### config.mk
export PLATFORM = sky130hd
export DESIGN_NAME = bp_ctrl_flat
export DESIGN_NICKNAME = d
export VERILOG_FILES = /design/src/rtl/bp_pkg.sv /design/src/rtl/bp_ctrl_if.sv /design/src/rtl/bp_pht.sv /design/src/rtl/bp_ctrl.sv /design/src/flat_wrapper.sv
export SDC_FILE = /design/constraint.sdc
export NUM_CORES = 1
export LEC_CHECK = 0
export CORE_ASPECT_RATIO = 0.75
export CORE_MARGIN = 8
export CORE_UTILIZATION = 45
export CTS_BUF_LIST = sky130_fd_sc_hd__clkbuf_4 sky130_fd_sc_hd__clkbuf_8
export DETAILED_ROUTE_END_ITERATION = 10
export PLACE_DENSITY = 0.89
export SLEW_MARGIN = 20
export SYNTH_ARGS = -nofsm -noshare
export SYNTH_HDL_FRONTEND = slang
export SYNTH_HIERARCHICAL = 1
export SYNTH_SLANG_ARGS = --single-unit
### constraint.sdc
create_clock -name clk -period 4.8 [get_ports clk]
set_clock_uncertainty 0.05 [all_clocks]
set_input_delay 0.96 -clock clk [delete_from_list [all_inputs] [get_ports clk]]
set_output_delay 0.96 -clock clk [all_outputs]
set_load 0.01 [all_outputs]
### src/rtl/bp_pkg.sv
// Branch predictor shared definitions: opcodes, 2-bit counter encodings,
// the in-flight prediction record and small helpers.
package bp_pkg;

    localparam logic [5:0] BEQ = 6'b000100;
    localparam logic [5:0] BNE = 6'b000101;

    // Widest PHT index the in-flight record can carry.
    localparam int unsigned IDX_W_MAX = 16;

    typedef enum logic [1:0] {
        SNT = 2'b00,
        WNT = 2'b01,
        WT  = 2'b10,
        ST  = 2'b11
    } bp_cnt_e;

    // Prediction made in IF, carried alongside the branch into ID.
    typedef struct packed {
        logic                 valid;
        logic                 taken;
        logic [IDX_W_MAX-1:0] idx;
    } bp_rec_t;

    function automatic logic is_branch(input logic [5:0] op);
        return (op == BEQ) || (op == BNE);
    endfunction

    // Saturating step of a 2-bit confidence counter.
    function automatic logic [1:0] sat_step(input logic [1:0] cnt, input logic up);
        logic [1:0] nxt;
        nxt = cnt;
        if (up && (cnt != 2'(ST))) begin
            nxt = cnt + 2'd1;
        end else if (!up && (cnt != 2'(SNT))) begin
            nxt = cnt - 2'd1;
        end
        return nxt;
    endfunction

endpackage

### src/rtl/bp_ctrl_if.sv
// Pipeline <-> branch predictor signal bundle.
//   master : pipeline side (drives IF/ID info, receives prediction/redirect)
//   slave  : predictor side (bp_ctrl)
interface bp_ctrl_if #(
    parameter int unsigned CNT_W = 16
);
    logic             stall;
    logic             if_valid;
    logic [31:0]      if_pc;
    logic [5:0]       if_opcode;
    logic             pred_taken;
    logic [5:0]       id_opcode;
    logic             id_equal;
    logic [31:0]      id_target;
    logic [31:0]      id_pc_plus4;
    logic             flush;
    logic [31:0]      redirect_pc;
    logic [CNT_W-1:0] br_cnt;
    logic [CNT_W-1:0] miss_cnt;

    modport master (
        output stall, if_valid, if_pc, if_opcode,
        output id_opcode, id_equal, id_target, id_pc_plus4,
        input  pred_taken, flush, redirect_pc, br_cnt, miss_cnt
    );

    modport slave (
        input  stall, if_valid, if_pc, if_opcode,
        input  id_opcode, id_equal, id_target, id_pc_plus4,
        output pred_taken, flush, redirect_pc, br_cnt, miss_cnt
    );
endinterface

### src/rtl/bp_pht.sv
// Pattern history table: 2^IDX_W two-bit saturating counters.
//   clk, rst_n   : clock, synchronous active-low reset (all entries -> WNT)
//   rd_idx       : lookup index, rd_cnt_c is the combinational read-out
//   upd_en       : apply one saturating step at upd_idx toward upd_taken
module bp_pht
    import bp_pkg::*;
#(
    parameter int unsigned IDX_W = 4
) (
    input  logic             clk,
    input  logic             rst_n,
    input  logic [IDX_W-1:0] rd_idx,
    output logic [1:0]       rd_cnt_c,
    input  logic             upd_en,
    input  logic [IDX_W-1:0] upd_idx,
    input  logic             upd_taken
);
    localparam int unsigned DEPTH = 1 << IDX_W;

    logic [1:0] tbl_q [DEPTH];

    // Read returns the pre-update value when read and write hit the same entry.
    assign rd_cnt_c = tbl_q[rd_idx];

    always_ff @(posedge clk) begin
        if (!rst_n) begin
            for (int i = 0; i < DEPTH; i++) begin
                tbl_q[i] <= 2'(WNT);
            end
        end else if (upd_en) begin
            tbl_q[upd_idx] <= sat_step(tbl_q[upd_idx], upd_taken);
        end
    end

endmodule

### src/rtl/bp_ctrl.sv
// Branch predictor controller for BEQ/BNE: predicts in IF from a 2-bit PHT,
// resolves in ID, flushes/redirects on mispredict and keeps statistics.
//   clk, rst_n : clock, synchronous active-low reset
//   bus        : bp_ctrl_if slave (IF/ID inputs, prediction, flush, counters)
// Build option: define BP_GSHARE_EN to XOR the PC index with a global
// history register updated at resolution (non-speculative).
module bp_ctrl
    import bp_pkg::*;
#(
    parameter int unsigned IDX_W = 4,
    parameter int unsigned CNT_W = 16
) (
    input  logic     clk,
    input  logic     rst_n,
    bp_ctrl_if.slave bus
);
    logic [IDX_W-1:0] pc_idx;
    logic [IDX_W-1:0] lookup_idx;
    logic [IDX_W-1:0] upd_idx;
    logic [1:0]       rd_cnt;
    logic             if_branch;
    logic             pred_c;
    logic             resolve_c;
    logic             actual_c;
    logic             mispredict_c;
    bp_rec_t          rec_q;
    logic [CNT_W-1:0] br_cnt_q;
    logic [CNT_W-1:0] miss_cnt_q;
    logic             unused_pc_bits;

    assign pc_idx         = bus.if_pc[IDX_W+1:2];
    assign unused_pc_bits = ^{bus.if_pc[31:IDX_W+2], bus.if_pc[1:0]};

`ifdef BP_GSHARE_EN
    logic [IDX_W-1:0] ghr_q;

    assign lookup_idx = pc_idx ^ ghr_q;

    // History advances only with resolved outcomes.
    always_ff @(posedge clk) begin
        if (!rst_n) begin
            ghr_q <= '0;
        end else if (resolve_c) begin
            ghr_q <= {ghr_q[IDX_W-2:0], actual_c};
        end
    end
`else
    assign lookup_idx = pc_idx;
`endif

    assign upd_idx = IDX_W'(rec_q.idx);

    bp_pht #(
        .IDX_W (IDX_W)
    ) u_pht (
        .clk       (clk),
        .rst_n     (rst_n),
        .rd_idx    (lookup_idx),
        .rd_cnt_c  (rd_cnt),
        .upd_en    (resolve_c),
        .upd_idx   (upd_idx),
        .upd_taken (actual_c)
    );

    // IF-side prediction; forced low while reset is asserted.
    assign if_branch = bus.if_valid && is_branch(bus.if_opcode);
    assign pred_c    = rst_n && if_branch && rd_cnt[1];

    // ID-side resolution of the branch carried in the record.
    assign resolve_c    = rst_n && rec_q.valid && !bus.stall && is_branch(bus.id_opcode);
    assign actual_c     = (bus.id_opcode == BEQ) ? bus.id_equal : !bus.id_equal;
    assign mispredict_c = resolve_c && (actual_c != rec_q.taken);

    assign bus.pred_taken  = pred_c;
    assign bus.flush       = mispredict_c;
    assign bus.redirect_pc = !mispredict_c ? 32'd0 :
                             (actual_c ? bus.id_target : bus.id_pc_plus4);
    assign bus.br_cnt      = br_cnt_q;
    assign bus.miss_cnt    = miss_cnt_q;

    // In-flight record and saturating statistics.
    always_ff @(posedge clk) begin
        if (!rst_n) begin
            rec_q      <= '0;
            br_cnt_q   <= '0;
            miss_cnt_q <= '0;
        end else begin
            if (!bus.stall) begin
                if (mispredict_c) begin
                    rec_q <= '0;
                end else begin
                    rec_q <= '{valid: if_branch,
                               taken: pred_c,
                               idx:   IDX_W_MAX'(lookup_idx)};
                end
            end
            if (resolve_c && (br_cnt_q != '1)) begin
                br_cnt_q <= br_cnt_q + CNT_W'(1);
            end
            if (mispredict_c && (miss_cnt_q != '1)) begin
                miss_cnt_q <= miss_cnt_q + CNT_W'(1);
            end
        end
    end

endmodule

### src/flat_wrapper.sv
// flat-port wrapper written by rule: the top's interface ports become plain ports
module bp_ctrl_flat import bp_pkg::*;
#(
    parameter int unsigned IDX_W = 4,
    parameter int unsigned CNT_W = 16
)
  (clk, rst_n, bus_stall, bus_if_valid, bus_if_pc, bus_if_opcode, bus_id_opcode, bus_id_equal, bus_id_target, bus_id_pc_plus4, bus_pred_taken, bus_flush, bus_redirect_pc, bus_br_cnt, bus_miss_cnt);
  bp_ctrl_if #(.CNT_W(CNT_W)) bus_i ();
  input  logic clk;
  input  logic rst_n;
  input wire logic [$bits(bus_i.stall)-1:0] bus_stall;
  input wire logic [$bits(bus_i.if_valid)-1:0] bus_if_valid;
  input wire logic [$bits(bus_i.if_pc)-1:0] bus_if_pc;
  input wire logic [$bits(bus_i.if_opcode)-1:0] bus_if_opcode;
  input wire logic [$bits(bus_i.id_opcode)-1:0] bus_id_opcode;
  input wire logic [$bits(bus_i.id_equal)-1:0] bus_id_equal;
  input wire logic [$bits(bus_i.id_target)-1:0] bus_id_target;
  input wire logic [$bits(bus_i.id_pc_plus4)-1:0] bus_id_pc_plus4;
  output wire logic [$bits(bus_i.pred_taken)-1:0] bus_pred_taken;
  output wire logic [$bits(bus_i.flush)-1:0] bus_flush;
  output wire logic [$bits(bus_i.redirect_pc)-1:0] bus_redirect_pc;
  output wire logic [$bits(bus_i.br_cnt)-1:0] bus_br_cnt;
  output wire logic [$bits(bus_i.miss_cnt)-1:0] bus_miss_cnt;
  assign bus_i.stall = bus_stall;
  assign bus_i.if_valid = bus_if_valid;
  assign bus_i.if_pc = bus_if_pc;
  assign bus_i.if_opcode = bus_if_opcode;
  assign bus_i.id_opcode = bus_id_opcode;
  assign bus_i.id_equal = bus_id_equal;
  assign bus_i.id_target = bus_id_target;
  assign bus_i.id_pc_plus4 = bus_id_pc_plus4;
  assign bus_pred_taken = bus_i.pred_taken;
  assign bus_flush = bus_i.flush;
  assign bus_redirect_pc = bus_i.redirect_pc;
  assign bus_br_cnt = bus_i.br_cnt;
  assign bus_miss_cnt = bus_i.miss_cnt;
  bp_ctrl #(.IDX_W(IDX_W), .CNT_W(CNT_W)) u_core (.clk(clk), .rst_n(rst_n), .bus(bus_i));
endmodule
==> Word level (Yosys, flattened, before mapping) <==
Memory sizes are Yosys's and may differ from the RTL's. A register that Yosys moved wholly into a read port is not among the register bits.
Index checks and enable logic that the tools add are counted.
{ "classes": {"n_addsub": 4, "muxes": 17, "eq_ne": 8, "reduce_logical": 18} }
{ "op_table": {"columns": ["cell", "n"], "rows": [
  ["2-to-1 mux 32 bit", 2],
  ["adder 16 x 1 -> 16 bit, second input constant", 2],
  ["!= test 16 bit, second input constant", 2],
  ["equality test 6 x 3 -> 1 bit, second input constant", 4],
  ["2-to-1 mux 18 bit", 1],
  ["2-to-1 mux 4 bit", 3],
  ["logical AND 1 bit", 11],
  ["2-to-1 mux 2 bit", 5],
  ["2-to-1 mux 1 bit", 6],
  ["logical NOT 1 bit", 3],
  ["adder 2 x 1 -> 2 bit, second input constant", 1],
  ["logical OR 1 bit", 2],
  ["!= test 2 bit, second input constant", 1],
  ["nonzero test 2 bit", 1],
  ["OR reduction 2 bit", 1],
  ["subtractor 2 x 1 -> 2 bit, second input constant", 1],
  ["!= test 1 bit", 1]
]} }
{ "word_totals": {"word_cells": 53, "ff_bits": 38, "out_inout_bits": 66, "inputBits": 113, "ramBits": 32, "mem_count": 1} }
{ "memory_table": {"columns": ["name", "depth", "word_bits", "rd", "rd_ports_with_merged_regs", "write_ports", "line", "rtl"], "rows": [
  ["u_core.u_pht.tbl_q", 16, 2, 2, 1, 16, "bp_pht.sv:20", "logic [1:0] tbl_q [DEPTH];"]
]} }

==> Longest topological paths before layout <==
{ "logic_depth": {"word_depth": 9, "ltp_mapped": 12, "mapped_depth_nobuf": 9} }

==> Modules after synthesis <==
Netlist, hierarchy kept.
{ "modules_own_cells": {"columns": ["module", "seq_area_each_um2", "n_inst", "area_per_inst_um2", "cells_each"], "rows": [
  ["bp_ctrl", 760.7, 1, 2447.3, 296],
  ["bp_pht", 960.9, 1, 2078.2, 174]
]} }

==> Worst setup path before layout <==
Ideal clock, no wire load.
{ "synth_path": {"path_type": "in2reg", "from": "input bus_id_opcode[3]", "to": "memory u_core.u_pht.tbl_q[13][0], data pin", "required_ns": 4.480, "slack_ns": 1.277, "setup_ns": 0.270, "cell_stages": 8, "t_arrival_ns": 3.203, "path_buffers": 1, "path_cell_list": "or4b_4 > nor3_4 > xor2_4 > buf_6 > inv_1 > mux2i_1 > xor2_1 > nand2_1"} }
{ "synth_lines": {"columns": ["item", "line", "rtl"], "rows": [
  ["from (decl)", "flat_wrapper.sv:15", "input wire logic [$bits(bus_i.id_opcode)-1:0] bus_id_opcode;"],
  ["to (decl)", "bp_pht.sv:20", null]
]} }

==> Worst setup path in the final report <==
{ "layout_path": {"from": "input bus_id_opcode[5]", "to": "output bus_redirect_pc[6]"} }
{ "layout_between": {"elab_chain_len": 5, "elab_cells_between_ends": 9, "classes_between": "eq/ne: 3; mux: 3; reduce/logical: 3"} }
{ "layout_rtl": {"columns": ["item", "line", "rtl"], "rows": [
  ["equality test 6 x 3 -> 1 bit, on equally long branches", "bp_pkg.sv:26, bp_ctrl.sv:71", null],
  ["2-to-1 mux 1 bit / logical OR 1 bit (equally long branches)", "bp_ctrl.sv:71, bp_pkg.sv:26", null],
  ["!= test 1 bit / logical AND 1 bit (equally long branches)", "bp_ctrl.sv:72, bp_ctrl.sv:70", null],
  ["logical AND 1 bit", "bp_ctrl.sv:72", "assign mispredict_c = resolve_c && (actual_c != rec_q.taken);"],
  ["2-to-1 mux 32 bit *", "bp_ctrl.sv:76", "assign bus.redirect_pc = !mispredict_c ? 32'd0 :"],
  ["to (decl)", "flat_wrapper.sv:21", "output wire logic [$bits(bus_i.redirect_pc)-1:0] bus_redirect_pc;"]
]} }
Every way passes the cells marked *; elsewhere a longest branch is shown, timed or not.

==> impl_metrics.toml <==
[placement]
hpwl_um = 10860
place.port_buffers = 149
gp_congestion = 0.9014

[setup_path]
crit_path_max_incr_delay_ns = 0.57
worstSetupEndpointType = "primary output"
cp_top_family = "buffers and inverters"
crit_type = "input pin to primary output"
crit_path_frequent_cell = "clkdlybuf4s50_1"
path_buf_inv = 3
crit_required_ns = 3.79
crit_fanout = 32
cp_slowest_cell = "or4b_4"
arrival_ns = 3.48
cp-start-kind = "input pin"
path_cells = "clkdlybuf4s50_1, or4b_4, nor3_4, xor2_4, buf_12, mux2i_1, nor2_1, clkdlybuf4s50_1"

[cts]
cts_tree = "built"
insertion_delay_ns = 0.35
cts_resized = 0
root_buffer = "clkbuf_8"
cts.sinks = 70
hold_buffers = 0
htree_levels = 3
numCtsBuffers = 9
clockBufferDepth = 2
clkTransAtPathRegs_ns = 0.08
post_cts_buffers = 0

[die]
rows = 31
fp.coreArea_um2 = 9580
die_w_um = 130.4
design.portCount = 179
dieArea_um2 = 13260
initial_core_util_pct = 46.06
die_h_um = 101.8

[pwr]
pwr-share-seq_pct = 50.6
swShare_pct = 26.69
combPwrFrac_pct = 14.8
leakage_nw = 2.066
power_switching_w = 0.0003386
vdd_drop_max_uv = 164.1
clock_power_share_pct = 34.6
power.total_w = 0.001269
power.density_nw_per_um2 = 205.8
internal_power_w = 0.0009302

[detailed_routing]
num_vias = 4258
wl_per_cell_um = 19.06
remaining_drc_errors = 0
antenna_left = 0
first_iter_violations = 338
finalWirelength_um = 14170
routed_via_density = 5.731
first_pass_iters = 5

[timing]
fmax_ghz = 0.2226
period_needed_ns = 4.493
finalCritPeriodShare_pct = 93.61
rsz0062_at_grt = "false"
finalSetupTns_ns = 0
setup_viol = 0
tightest_slew_ns = 0.9771
relSlewSlack_pct = 34.46
fin_worst_hold_slack_ns = 0.4357
final_hold_viol_count = 0
slew_viol_final = 0

[synthesis]
synth_area_um2 = 4413
synth_warnings = 6
syn_inst = 465
syn_area_per_cell_um2 = 9.490
synth_nets = 582

[finish]
final_cell_mix = "clkdlybuf4s50_1 (149), nor2_1 (77), nand2_1 (56)"
drive_gt1_share_pct = 8.674
register_area_um2 = 1722
nets = 723
area_delta_synth_final_pct = 39.67
insertedDiodeCount = 0
fillers = 731
final_common_cell = "clkdlybuf4s50_1"
multi_input_area_um2 = 2505

[global_route]
antenna_found_initial = 0
grt_max_degree = 35
grt_pass1_vias = 4138
grt.overflow.total = 0
grt_use_total_pct = 20.68
grt_first_pass_wirelength_um = 21490

[status]
status = "complete, no violations"

[worst_hold_path]
hold_class = "flop to flop"

[flow_run]
maxCapViolCount = 0
[state kept, by name, indices dropped and copies added, names as in the netlist]
signal               flops
u_core/u_pht/tbl_q      32
u_core/rec_q             6
u_core/bus.miss_cnt     16
u_core/bus.br_cnt       16
[layout make-up]
| type | instances | area share, % |
|---|---|---|
| tap | 132 | 2.680 |
| multi-input combinational | 360 | 40.64 |
| timing repair buffer | 156 | 25.25 |
| sequential | 70 | 27.93 |
| inverter | 9 | 0.5481 |
| clock inverter | 7 | 0.9338 |
| clock buffer | 9 | 2.010 |
[power by group through the flow]
| stage | registers, W | logic, W | clock network [W] |
|---|---|---|---|
| 3_5_place_dp | 0.000655 | 0.000186 | 0 |
| 2_1_floorplan | 0.000645 | 0.000101 | 0 |
| 4_1_cts | 0.000641 | 0.000187 | 0.000445 |
| 3_3_place_gp | 0.000653 | 0.000182 | 0 |
| 6_report | 0.000641 | 0.000188 | 0.000440 |
| 5_1_grt | 0.000642 | 0.000200 | 0.000472 |
[worst reg2reg max path, cell delays in order (launching register included)]
cell and delay, ns:
dfxtp_1 0.83, mux2_2 0.43, mux4_2 0.51, nand2_1 0.11
o21ai_0 0.10, ha_1 0.23, mux2i_1 0.55, xor2_1 0.59
nand2_1 0.12
[through the flow]
| step | utilization, % | setup slack [ns] | cells | cell area [um2] |
|---|---|---|---|---|
| 2_1_floorplan | - | 1.277 | 465 | 4413 |
| 5_1_grt | 64.33 | 0.2097 | 743 | 6163 |
| 4_1_cts | 64.33 | 0.3028 | 743 | 6163 |
| 6_report | 64.33 | 0.3068 | 743 | 6163 |
| 3_3_place_gp | 62.44 | 0.3211 | 727 | 5982 |
| 3_5_place_dp | 62.44 | 0.3040 | 727 | 5982 |
[worst paths after layout]
kind,startpoint,end,slack (ns),cells past startpoint
max reg2reg,u_core/rec_q[1]$_SDFFE_PN0N_,u_core/u_pht/tbl_q[7][0]$_SDFFCE_PN1P_,1.00,8
min reg2reg,u_core/rec_q[16]$_SDFFE_PN0N_,u_core/rec_q[16]$_SDFFE_PN0N_,0.44,2
min,u_core/rec_q[16]$_SDFFE_PN0N_,u_core/rec_q[16]$_SDFFE_PN0N_,0.44,2
max,bus_id_opcode[5],bus_redirect_pc[6],0.31,8
[metal layers]
metal | wire [um] | track usage, % | part of all wire (%)
met4 | 354 | 7.212 | 2.5
met5 | 0 | 0 | 0
met1 | 5477 | 24.24 | 39
met2 | 6737 | 35.39 | 48
met3 | 1596 | 6.155 | 11
No activity file was read; power rests on OpenSTA's default activity.
